## src/rtl/serial_add_ctrl_pkg.sv

```systemverilog
// Shared types and constants for the bit-serial adder controller.
package serial_add_ctrl_pkg;

  localparam int unsigned DEFAULT_WIDTH = 8;

  typedef enum logic [1:0] {
    IDLE = 2'd0,
    RUN  = 2'd1,
    DONE = 2'd2
  } state_t;

endpackage

```

## src/rtl/full_adder_1bit.sv

```systemverilog
// Gate-level 1-bit full adder cell.
module full_adder_1bit (
  input  logic A,
  input  logic B,
  input  logic Cin,
  output logic S,
  output logic Cout
);

  logic ab_x;
  logic ab_a;
  logic cx_a;

  xor g_x0 (ab_x, A, B);
  xor g_x1 (S, ab_x, Cin);
  and g_a0 (ab_a, A, B);
  and g_a1 (cx_a, ab_x, Cin);
  or  g_o0 (Cout, ab_a, cx_a);

endmodule

```

## src/rtl/serial_add_ctrl.sv

```systemverilog
// Bit-serial adder: accepts two operands, adds one bit per cycle LSB first,
// and holds the registered result until the consumer takes it.
module serial_add_ctrl
  import serial_add_ctrl_pkg::*;
#(
  parameter int unsigned WIDTH = DEFAULT_WIDTH
) (
  input  logic             clk,
  input  logic             rst,
  input  logic             in_valid,
  output logic             in_ready,
  input  logic [WIDTH-1:0] a,
  input  logic [WIDTH-1:0] b,
  input  logic             cin,
  output logic             out_valid,
  input  logic             out_ready,
  output logic [WIDTH-1:0] sum,
  output logic             cout,
  output logic             busy
);

  localparam int unsigned CNT_W = $clog2(WIDTH) + 1;

  state_t             state;
  state_t             state_d;
  logic               accept_c;
  logic               shift_c;
  logic [WIDTH-1:0]   a_reg;
  logic [WIDTH-1:0]   b_reg;
  logic               carry;
  logic [CNT_W-1:0]   cnt;
  logic               fa_s;
  logic               fa_co;

  full_adder_1bit u_fa (
    .A    (a_reg[0]),
    .B    (b_reg[0]),
    .Cin  (carry),
    .S    (fa_s),
    .Cout (fa_co)
  );

  // State register plus registered handshake/status flags decoded from next state.
  always_ff @(posedge clk) begin
    if (rst) begin
      state     <= IDLE;
      in_ready  <= 1'b1;
      out_valid <= 1'b0;
      busy      <= 1'b0;
    end else begin
      state     <= state_d;
      in_ready  <= (state_d == IDLE);
      out_valid <= (state_d == DONE);
      busy      <= (state_d != IDLE);
    end
  end

  // Next-state and datapath control.
  always_comb begin
    state_d  = state;
    accept_c = 1'b0;
    shift_c  = 1'b0;
    case (state)
      IDLE: begin
        if (in_valid) begin
          accept_c = 1'b1;
          state_d  = RUN;
        end
      end
      RUN: begin
        shift_c = 1'b1;
        if (cnt == CNT_W'(WIDTH - 1)) state_d = DONE;
      end
      DONE: begin
        if (out_ready) state_d = IDLE;
      end
      default: state_d = IDLE;
    endcase
  end

  // Operand shifters, carry flop, bit counter and result shifter (sum enters at MSB).
  always_ff @(posedge clk) begin
    if (rst) begin
      a_reg <= '0;
      b_reg <= '0;
      carry <= 1'b0;
      cnt   <= '0;
      sum   <= '0;
    end else if (accept_c) begin
      a_reg <= a;
      b_reg <= b;
      carry <= cin;
      cnt   <= '0;
    end else if (shift_c) begin
      a_reg <= a_reg >> 1;
      b_reg <= b_reg >> 1;
      sum   <= {fa_s, sum[WIDTH-1:1]};
      carry <= fa_co;
      cnt   <= cnt + CNT_W'(1);
    end
  end

  assign cout = carry;

endmodule
```

## config.mk

```make
export PLATFORM = sky130hd
export DESIGN_NAME = serial_add_ctrl
export DESIGN_NICKNAME = d
export VERILOG_FILES = /design/src/rtl/serial_add_ctrl_pkg.sv /design/src/rtl/full_adder_1bit.sv /design/src/rtl/serial_add_ctrl.sv
export SDC_FILE = /design/constraint.sdc
export NUM_CORES = 1
export LEC_CHECK = 0
export CAP_MARGIN = 20
export CORE_ASPECT_RATIO = 1.4
export CORE_MARGIN = 4
export CORE_UTILIZATION = 52
export CTS_CLUSTER_DIAMETER = 120
export DETAILED_ROUTE_END_ITERATION = 10
export GPL_ROUTABILITY_DRIVEN = 0
export HOLD_SLACK_MARGIN = 0.06
export PLACE_DENSITY = 0.83
export SLEW_MARGIN = 30
export SYNTH_ARGS = -nofsm -noshare
export SYNTH_HDL_FRONTEND = slang
export SYNTH_SLANG_ARGS = --single-unit
```

## constraint.sdc

```tcl
create_clock -name clk -period 2.9 [get_ports clk]
set_input_delay 0.58 -clock clk [delete_from_list [all_inputs] [get_ports clk]]
set_output_delay 0.58 -clock clk [all_outputs]
set_load 0.01 [all_outputs]
```

After elaboration in Yosys (flattened, before gate mapping)
Index checks and enable logic that the tools add are counted.
{ "word_totals": {"ff_bits": 34, "inputBits": 21, "out_inout_bits": 12, "elab_cells": 39} }
{ "classes": {"addsub": 1, "n_eq_ne": 4, "n_mux": 13, "n_bitwise": 6, "n_reduce_logical": 6} }
{ "op_table": {"columns": ["cell", "count"], "rows": [
  ["2-to-1 mux 8 bit", 4],
  ["2-to-1 mux 2 bit", 3],
  ["case mux 2 bit (3 select lines)", 1],
  ["2-to-1 mux 1 bit", 5],
  ["adder 4 x 1 -> 4 bit, second input constant", 1],
  ["equality test 2 bit, second input constant", 2],
  ["equality test 4 x 3 -> 1 bit, second input constant", 1],
  ["logical NOT 2 bit", 2],
  ["nonzero test 2 bit", 2],
  ["AND 1 bit", 2],
  ["equality test 2 x 1 -> 1 bit, second input constant", 1],
  ["AND reduction 2 bit", 1],
  ["OR reduction 2 bit", 1],
  ["XOR 1 bit", 2],
  ["inverter 1 bit", 1],
  ["bitwise OR 1 bit", 1]
]} }

Depth between registers and ports, before layout
Gate-level depths: netlist of the first run.
{ "logic_depth": {"word_depth": 5, "ltp_mapped": 6, "mapped_depth_nobuf": 4} }

Hierarchy
A second synthesis of the first run with hierarchy kept.
{ "hier_totals": {"cells_unflattened": 166, "hier_area_um2": 1441.4} }
{ "by_module_without_submodules": {"columns": ["mod", "n_inst", "cells_each", "area_each_um2", "seq_area_each_um2"], "rows": [
  ["serial_add_ctrl", 1, 165, 1421.4, 680.7],
  ["full_adder_1bit", 1, 1, 20.0, 0.0]
]} }

Worst setup path after synthesis of the first run
OpenSTA, ideal clock, no wires.
{ "synth_timing": {"path_type": "input to register", "start": "in in_valid", "end": "reg a_reg[4]", "setup_time_ns": 0.136, "arrival_ns": 1.318, "t_required_ns": 2.764, "path_slack_ns": 1.446, "cell_stages": 5, "path_buffers": 2, "cell_sequence": "or3b_1 -> buf_2 -> buf_6 -> nor2_1 -> a211oi_2"} }
{ "synth_via": {"elab_chain_len": 3, "word_cells_on_any_way": 4, "classes_between": "mux (3); reduce/logical (1)"} }
{ "synth_rtl": {"columns": ["item", "line_no", "source"], "rows": [
  ["start: declaration", "serial_add_ctrl.sv:10", "input logic in_valid,"],
  ["2-to-1 mux 1 bit (*)", "serial_add_ctrl.sv:65", "if (in_valid) begin"],
  ["2-to-1 mux 1 bit (*)", "serial_add_ctrl.sv:63", "case (state)"],
  ["2-to-1 mux 8 bit or nonzero test 2 bit (tied branches)", null, null],
  ["end signal: assignment", "serial_add_ctrl.sv:95", "a_reg <= a_reg >> 1;"],
  ["end: declaration", "serial_add_ctrl.sv:28", "logic [WIDTH-1:0] a_reg;"]
]} }
Mark *: on every way between the ends. The rest lies on a longest branch, timed or not.
A chain may end at the register's enable or synchronous reset.

Worst setup path after layout of the first run
{ "layout_timing": {"start": "reg carry, in the netlist cout", "end": "out cout"} }
{ "layout_lines": {"columns": ["item", "line_no", "source"], "rows": [
  ["start: declaration", "serial_add_ctrl.sv:30", "logic carry;"],
  ["start signal: assignment", "serial_add_ctrl.sv:92", "carry <= cin;"],
  ["start signal: assignment", "serial_add_ctrl.sv:98", "carry <= fa_co;"],
  ["end: declaration", "serial_add_ctrl.sv:18", "output logic cout,"]
]} }
No word-level cell between the ends.

==> key figures, run 1 <==
GRT
  – Largest net degree at the start of global routing: 35
  – Number of global-route vias before repair: 1198
  – Total GRT Usage: 17.67%
  – First-pass GRT wire length: 4926 um
  – Initial antenna violation count: 0
  – Gr ovfl total: 0

Timing
  – Slew @ Worst Pin: 0.8236 ns
  – Worst Clk Skew: 0.01054 ns
  – RSZ-0062 raised after global routing: no
  – Setup violators final: 0
  – Crit path time final: 1.886 ns
  – Fmax: 530.2 MHz
  – Hold Violations, Final: 0
  – Rel. slew slack: 45.09%
  – Setup TNS: 0 ns
  – Period Utilization, post-route: 65.04%
  – Slew Viols, Final: 0

Pwr
  – Sw Share: 26.58%
  – Tot Pwr: 931.1 uW
  – Pwr/cell area: 518.6 nW/um^2
  – NetSw: 247.4 uW
  – Clk pwr share: 29.3%
  – Max IR drop VDD: 0.0003559 V
  – Leak Pwr: 0.6309 nW
  – Sequential Power Share: 55.2%
  – Comb power frac: 15.5%
  – Int Pwr: 683.6 uW

Yosys
  – Yosys warnings: 0
  – Register area share after synthesis: 47.55%
  – Top post-synthesis cells by count: dfxtp_1, nand2_1, a21oi_1
  – Synth top area share: 47.55%
  – Cell accounting for the most synthesized area: dfxtp_1
  – Most frequent cell after synthesis: dfxtp_1
  – Synthesis-stage register bit count: 34
  – Synth area leaders: dfxtp_1, a21oi_1, nand2_1
  – Post-synth EDFFs: 0
  – Mapped Area: 1431 um^2
  – Synth unique cells: 29
  – Mapped Cells: 165
  – Post-synthesis net count: 188
  – Mapped Avg Cell Area: 8.675 um^2
  – Post-synth ARST share: 0%
  – Main synth FF type: dfxtp_1

Routing
  – DR iter-0 viols: 33
  – DR pass1 iterations: 4
  – Remaining DRCs: 0
  – Vias: 1264
  – Detailed-route wire length: 2986 um
  – Antenna-violating nets left: 0
  – Vias/cell: 5.472
  – Routed wire length per instance: 12.93 um

Die
  – Ports: 33
  – Die W: 52.34 um
  – Rows: 22
  – Initial Utilization: 54.17%
  – DIE HEIGHT: 70.08 um
  – DIE AREA: 3668 um^2
  – Core area: 2643 um^2

CTS
  – Post-CTS resize count: 0
  – CTS tree: built
  – CTS Root Cell: clkbuf_4
  – Clock-pin slew on the worst setup and hold paths: 0.10 ns
  – H-tree levels: 2
  – Max clock buf depth: 2
  – Clock tree sinks: 34
  – CTS Hold Bufs: 0
  – Post-CTS Setup Inserts: 0
  – CTS Buf Count: 5
  – Clock latency on the worst-skew pair: 0.35 ns

Worst hold path
  – Hold crit path type: reg2reg

Critical path
  – CP required: 2.32 ns
  – WS Path Type: reg2out
  – Reg-to-reg setup timing slack: 1.04 ns
  – Bufs and invs on worst path: 1
  – Crit path launch type: register
  – Crit-path cells: clkdlybuf4s50_1
  – Crit-path slowest cell: clkdlybuf4s50_1
  – CP max FO: 3
  – Crit end category: primary output
  – Worst path top cell family by delay: buffers and inverters
  – Worst EP arrival: 1.31 ns
  – Worst path max stage delay: 0.57 ns

Place
  – Post-DP HPWL: 2107 um
  – Placed cell areas: 1735 um^2
  – Cells after DPL: 223
  – IO Port Bufs: 32

Cells and area
  – Layout area overhead: 25.44%
  – Fraction of layout cells with a size suffix above 1: 8.205%
  – Layout Nets: 217
  – Number of inserted diodes: 0
  – Non-Filler Instances: 231
  – Final Instance Area: 1795 um^2

Run status
  – Status: finished clean

Flow run
  – Max cap viols: 0
-- metal layers --
metal | vias up | GRT usage, % | routed length (um)
met5 | - | 0 | 0
met4 | 0 | 8.807 | 68
met3 | 7 | 5.757 | 172
met2 | 36 | 30.94 | 1579
met1 | 594 | 17.88 | 1166
li1 | 627 | - | -
-- kinds of logic after synthesis --
logic type               after synthesis  synth area share (%)
flip-flops                            34                 47.55
AND/OR/NAND/NOR                       62                 19.76
XOR/XNOR                               2                 1.224
AO/OA/AOI/OAI                         49                 22.12
buffers and inverters                 15                 6.381
adder cells (fa/ha/maj)                2                 2.273
multiplexers                           1                0.6993
-- cells in the final DEF, fill, tap and decap left out, types with 2 or more instances in the layout --
cell             synthesis  layout
o21ai_0                  2       2
a211oi_1                12      12
nor3_1                   3       3
nand3_1                  3       3
o22ai_1                  3       3
nor2_1                  16      16
nand2_1                 30      30
inv_1                    2       2
or3_1                    2       2
dfxtp_1                 34      34
nand2b_1                 3       3
nand3b_1                 2       2
a211oi_2                 4       4
buf_4                    2       3
clkdlybuf4s50_1          0      32
a21oi_1                 26      26
clkbuf_4                 0       5
-- stage by stage --
step,hold slack [ns],utilization (%),setup slack (ns)
2_1_floorplan,0.4371,-,1.446
3_3_place_gp,0.4441,65.67,0.7864
3_5_place_dp,0.4477,65.67,0.7506
4_1_cts,0.4617,67.95,1.001
5_1_grt,0.4839,67.95,0.8719
6_report,0.4566,67.95,1.014
-- final cells by class --
| class | instances | area (um^2) |
|---|---|---|
| Clock buffer | 7 | 55.05 |
| Inverter | 2 | 7.507 |
| Sequential cell | 34 | 680.7 |
| Multi-Input combinational cell | 116 | 659.4 |
| Fill cell | 241 | 847.1 |
| Timing Repair Buffer | 35 | 342.8 |
| Clock inverter | 1 | 5.005 |
| Tap cell | 36 | 45.04 |
-- power groups by stage --
stage          Sequential, mW  Combinational (mW)  Clock, mW
6_report                0.514               0.144      0.273
5_1_grt                 0.518               0.158      0.300
4_1_cts                 0.513               0.145      0.276
3_5_place_dp            0.524               0.144          0
3_3_place_gp            0.523               0.138          0
2_1_floorplan           0.521              0.0960          0
-- worst paths after layout --
path,from,end,cells after the start
min reg2reg,sum[0],sum[0],2
min,sum[0],sum[0],2
max,cout,cout,1
max reg2reg,state[0],cnt[3],3
Power figures use the tool's default switching activity.
==> run 2: changes to the inputs <==
--- a/config.mk
+++ b/config.mk
@@ -8,12 +8,12 @@
 export CAP_MARGIN = 20
 export CORE_ASPECT_RATIO = 1.4
 export CORE_MARGIN = 4
-export CORE_UTILIZATION = 52
+export CORE_UTILIZATION = 48
 export CTS_CLUSTER_DIAMETER = 120
 export DETAILED_ROUTE_END_ITERATION = 10
 export GPL_ROUTABILITY_DRIVEN = 0
 export HOLD_SLACK_MARGIN = 0.06
-export PLACE_DENSITY = 0.83
+export PLACE_DENSITY = 0.77
 export SLEW_MARGIN = 30
 export SYNTH_ARGS = -nofsm -noshare
 export SYNTH_HDL_FRONTEND = slang
==> constraint.sdc (replaced) <==
create_clock -name clk -period 1.8 [get_ports clk]
set_input_delay 0.36 -clock clk [delete_from_list [all_inputs] [get_ports clk]]
set_output_delay 0.36 -clock clk [all_outputs]
set_load 0.01 [all_outputs]
==> run 2 against run 1 <==
Effect of this change: via count decreased by 1.9%; first-iteration DRC count is 36% lower; die area increased by 7.2%; routed wire length fell by 0.94%; critical path depth stayed put.
==> key figures, run 2 (synthesis gave the netlist of run 1 again) <==
Run status
  – Status: finished clean

CTS
  – CTS Buf Count: 5 (unchanged)
  – CTS Root Cell: clkbuf_8
  – CTS Hold Bufs: 0 (unchanged)
  – Post-CTS resize count: 0 (unchanged)
  – Clock tree sinks: 34 (unchanged)
  – H-tree levels: 2 (unchanged)
  – Clock latency on the worst-skew pair: 0.28 ns (-0.07 ns)
  – Max clock buf depth: 2 (unchanged)
  – Post-CTS Setup Inserts: 0 (unchanged)
  – CTS tree: built
  – Clock-pin slew on the worst setup and hold paths: 0.07 ns (-0.03 ns)

Cells and area
  – FF/Latch Area: 680.7 um^2 (unchanged)
  – Layout Nets: 221 (+1.8%)
  – Non-Filler Instances: 236 (+2.2%)
  – Most common cell after layout, fill and taps aside: dfxtp_1
  – Number of inserted diodes: 0 (unchanged)
  – Layout area overhead: 31.56%
  – Layout Utilization: 65.43% (-2.5 points)
  – Multi-input logic area: 659.4 um^2 (unchanged)
  – Fraction of layout cells with a size suffix above 1: 10.05% (+1.8 points)
  – Commonest non-fill, non-tap cells in the layout: dfxtp_1, clkdlybuf4s50_1, nand2_1, a21oi_1, nor2_1
  – Filler cell count: 249 (+3.3%)

Critical path
  – Worst path max stage delay: 0.56 ns (about the same)
  – Crit path launch type: register
  – Bufs and invs on worst path: 1 (unchanged)
  – CP max FO: 3 (unchanged)
  – WS Path Type: reg2out
  – Worst path top cell family by delay: buffers and inverters
  – CP required: 1.44 ns (-0.88 ns)
  – Worst EP arrival: 1.22 ns (-0.09 ns)
  – Crit-path cells: clkdlybuf4s50_1
  – Crit-path slowest cell: clkdlybuf4s50_1
  – Crit end category: primary output

Place
  – IO Port Bufs: 32 (unchanged)
  – Post-DP HPWL: 2146 um (+1.8%)
  – Cells after DPL: 228 (+2.2%)
  – Pre-CTS setup slack: -0.08303 ns (-0.8337 ns)

Die
  – Rows: 23 (+4.5%)
  – Core area: 2878 um^2 (+8.9%)
  – Ports: 33 (unchanged)
  – DIE HEIGHT: 72.62 um (+3.6%)
  – DIE AREA: 3932 um^2 (+7.2%)
  – Die W: 54.15 um (+3.5%)
  – Initial Utilization: 49.74% (-4.4 points)

Routing
  – Remaining DRCs: 0 (unchanged)
  – Vias/cell: 5.254 (-4.0%)
  – Detailed-route wire length: 2958 um (-0.94%)
  – Antenna-violating nets left: 0 (unchanged)
  – Vias: 1240 (-1.9%)
  – DR iter-0 viols: 21 (-36%)
  – Routed wire length per instance: 12.53 um (-3.0%)
  – DR pass1 iterations: 4 (unchanged)

Timing
  – RSZ-0062 raised after global routing: no
  – Setup TNS: 0 ns (unchanged)
  – Slew @ Worst Pin: 0.4716 ns (-0.3520 ns)
  – Slew Viols, Final: 0 (unchanged)
  – Fmax: 631.7 MHz
  – Setup ws final: 0.2171 ns (-0.7967 ns)
  – Hold Violations, Final: 0 (unchanged)
  – Setup violators final: 0 (unchanged)
  – Crit path time final: 1.583 ns
  – Worst Clk Skew: 0.004233 ns (-0.006306 ns)
  – Rel. slew slack: 68.56% (+23 points)
  – Period Utilization, post-route: 87.94%

Pwr
  – Max IR drop VDD: 0.0008359 V (+130%)
  – Leak Pwr: 0.6714 nW (+6.4%)
  – Pwr/cell area: 875.2 nW/um^2 (+69%)

Flow run
  – Max cap viols: 0 (unchanged)

Worst hold path
  – Hold crit path type: reg2reg

GRT
  – First-pass GRT wire length: 5119 um (+3.9%)
  – Gr ovfl total: 0 (unchanged)
  – Largest net degree at the start of global routing: 35 (unchanged)
  – Number of global-route vias before repair: 1195 (-0.25%)
  – Initial antenna violation count: 0 (unchanged)
  – Total GRT Usage: 17.47% (-0.19 points)
run 2: changes by cell type in the layout (fill, tap and decap cells not counted), sizes merged:
| cell | delta |
|---|---|
| buf | +4 |
run 2: layer usage:
layer	global-route usage (%)	wire, um	vias up
met5	0	0	-
met4	6.925	68	0
met2	28.89	1547	36
met3	6.135	172	9
met1	19.97	1170	564
li1	-	-	631
run 2: layout make-up:
type | instances | share of cell area [%]
flip-flops and latches | 34 | 36.15
repair buffers | 39 | 21.13
clock inverters | 1 | 0.2658
clock buffers | 7 | 4.585
inverters | 2 | 0.3987
multi-input cells | 116 | 35.02
well taps | 37 | 2.458
run 2: power by group:
part           internal (mW)  switching, mW  total [mW]  leakage (nW)
combinational          0.130          0.115       0.245         0.344
sequential             0.798         0.0305       0.829         0.279
clock                  0.308          0.266       0.574        0.0482
run 2: worst paths after layout:
kind,slack [ns],endpoint,start,cells after the start
setup / recovery,0.22,cout,cout,1
hold / removal,0.45,sum[0],sum[0],2
setup reg to reg,0.36,cnt[3],state[0],3
hold reg to reg,0.45,sum[0],sum[0],2
run 2: per-stage QoR:
stage | hold WS [ns] | area [um^2] | total power [mW]
2_1_floorplan | 0.4371 | 1431 | 0.9938
3_3_place_gp | 0.4444 | 1792 | 1.084
3_5_place_dp | 0.4457 | 1792 | 1.092
4_1_cts | 0.4553 | 1883 | 1.661
5_1_grt | 0.4664 | 1883 | 1.726
6_report | 0.4531 | 1883 | 1.648
==> run 3: changes to the inputs <==
--- a/config.mk
+++ b/config.mk
@@ -9,7 +9,7 @@
 export CORE_ASPECT_RATIO = 1.4
 export CORE_MARGIN = 4
 export CORE_UTILIZATION = 48
-export CTS_CLUSTER_DIAMETER = 120
+export CTS_CLUSTER_DIAMETER = 60
 export DETAILED_ROUTE_END_ITERATION = 10
 export GPL_ROUTABILITY_DRIVEN = 0
 export HOLD_SLACK_MARGIN = 0.06
==> results of run 3 <==
No change in the layout: final DEF, timing and power equal those of run 2.
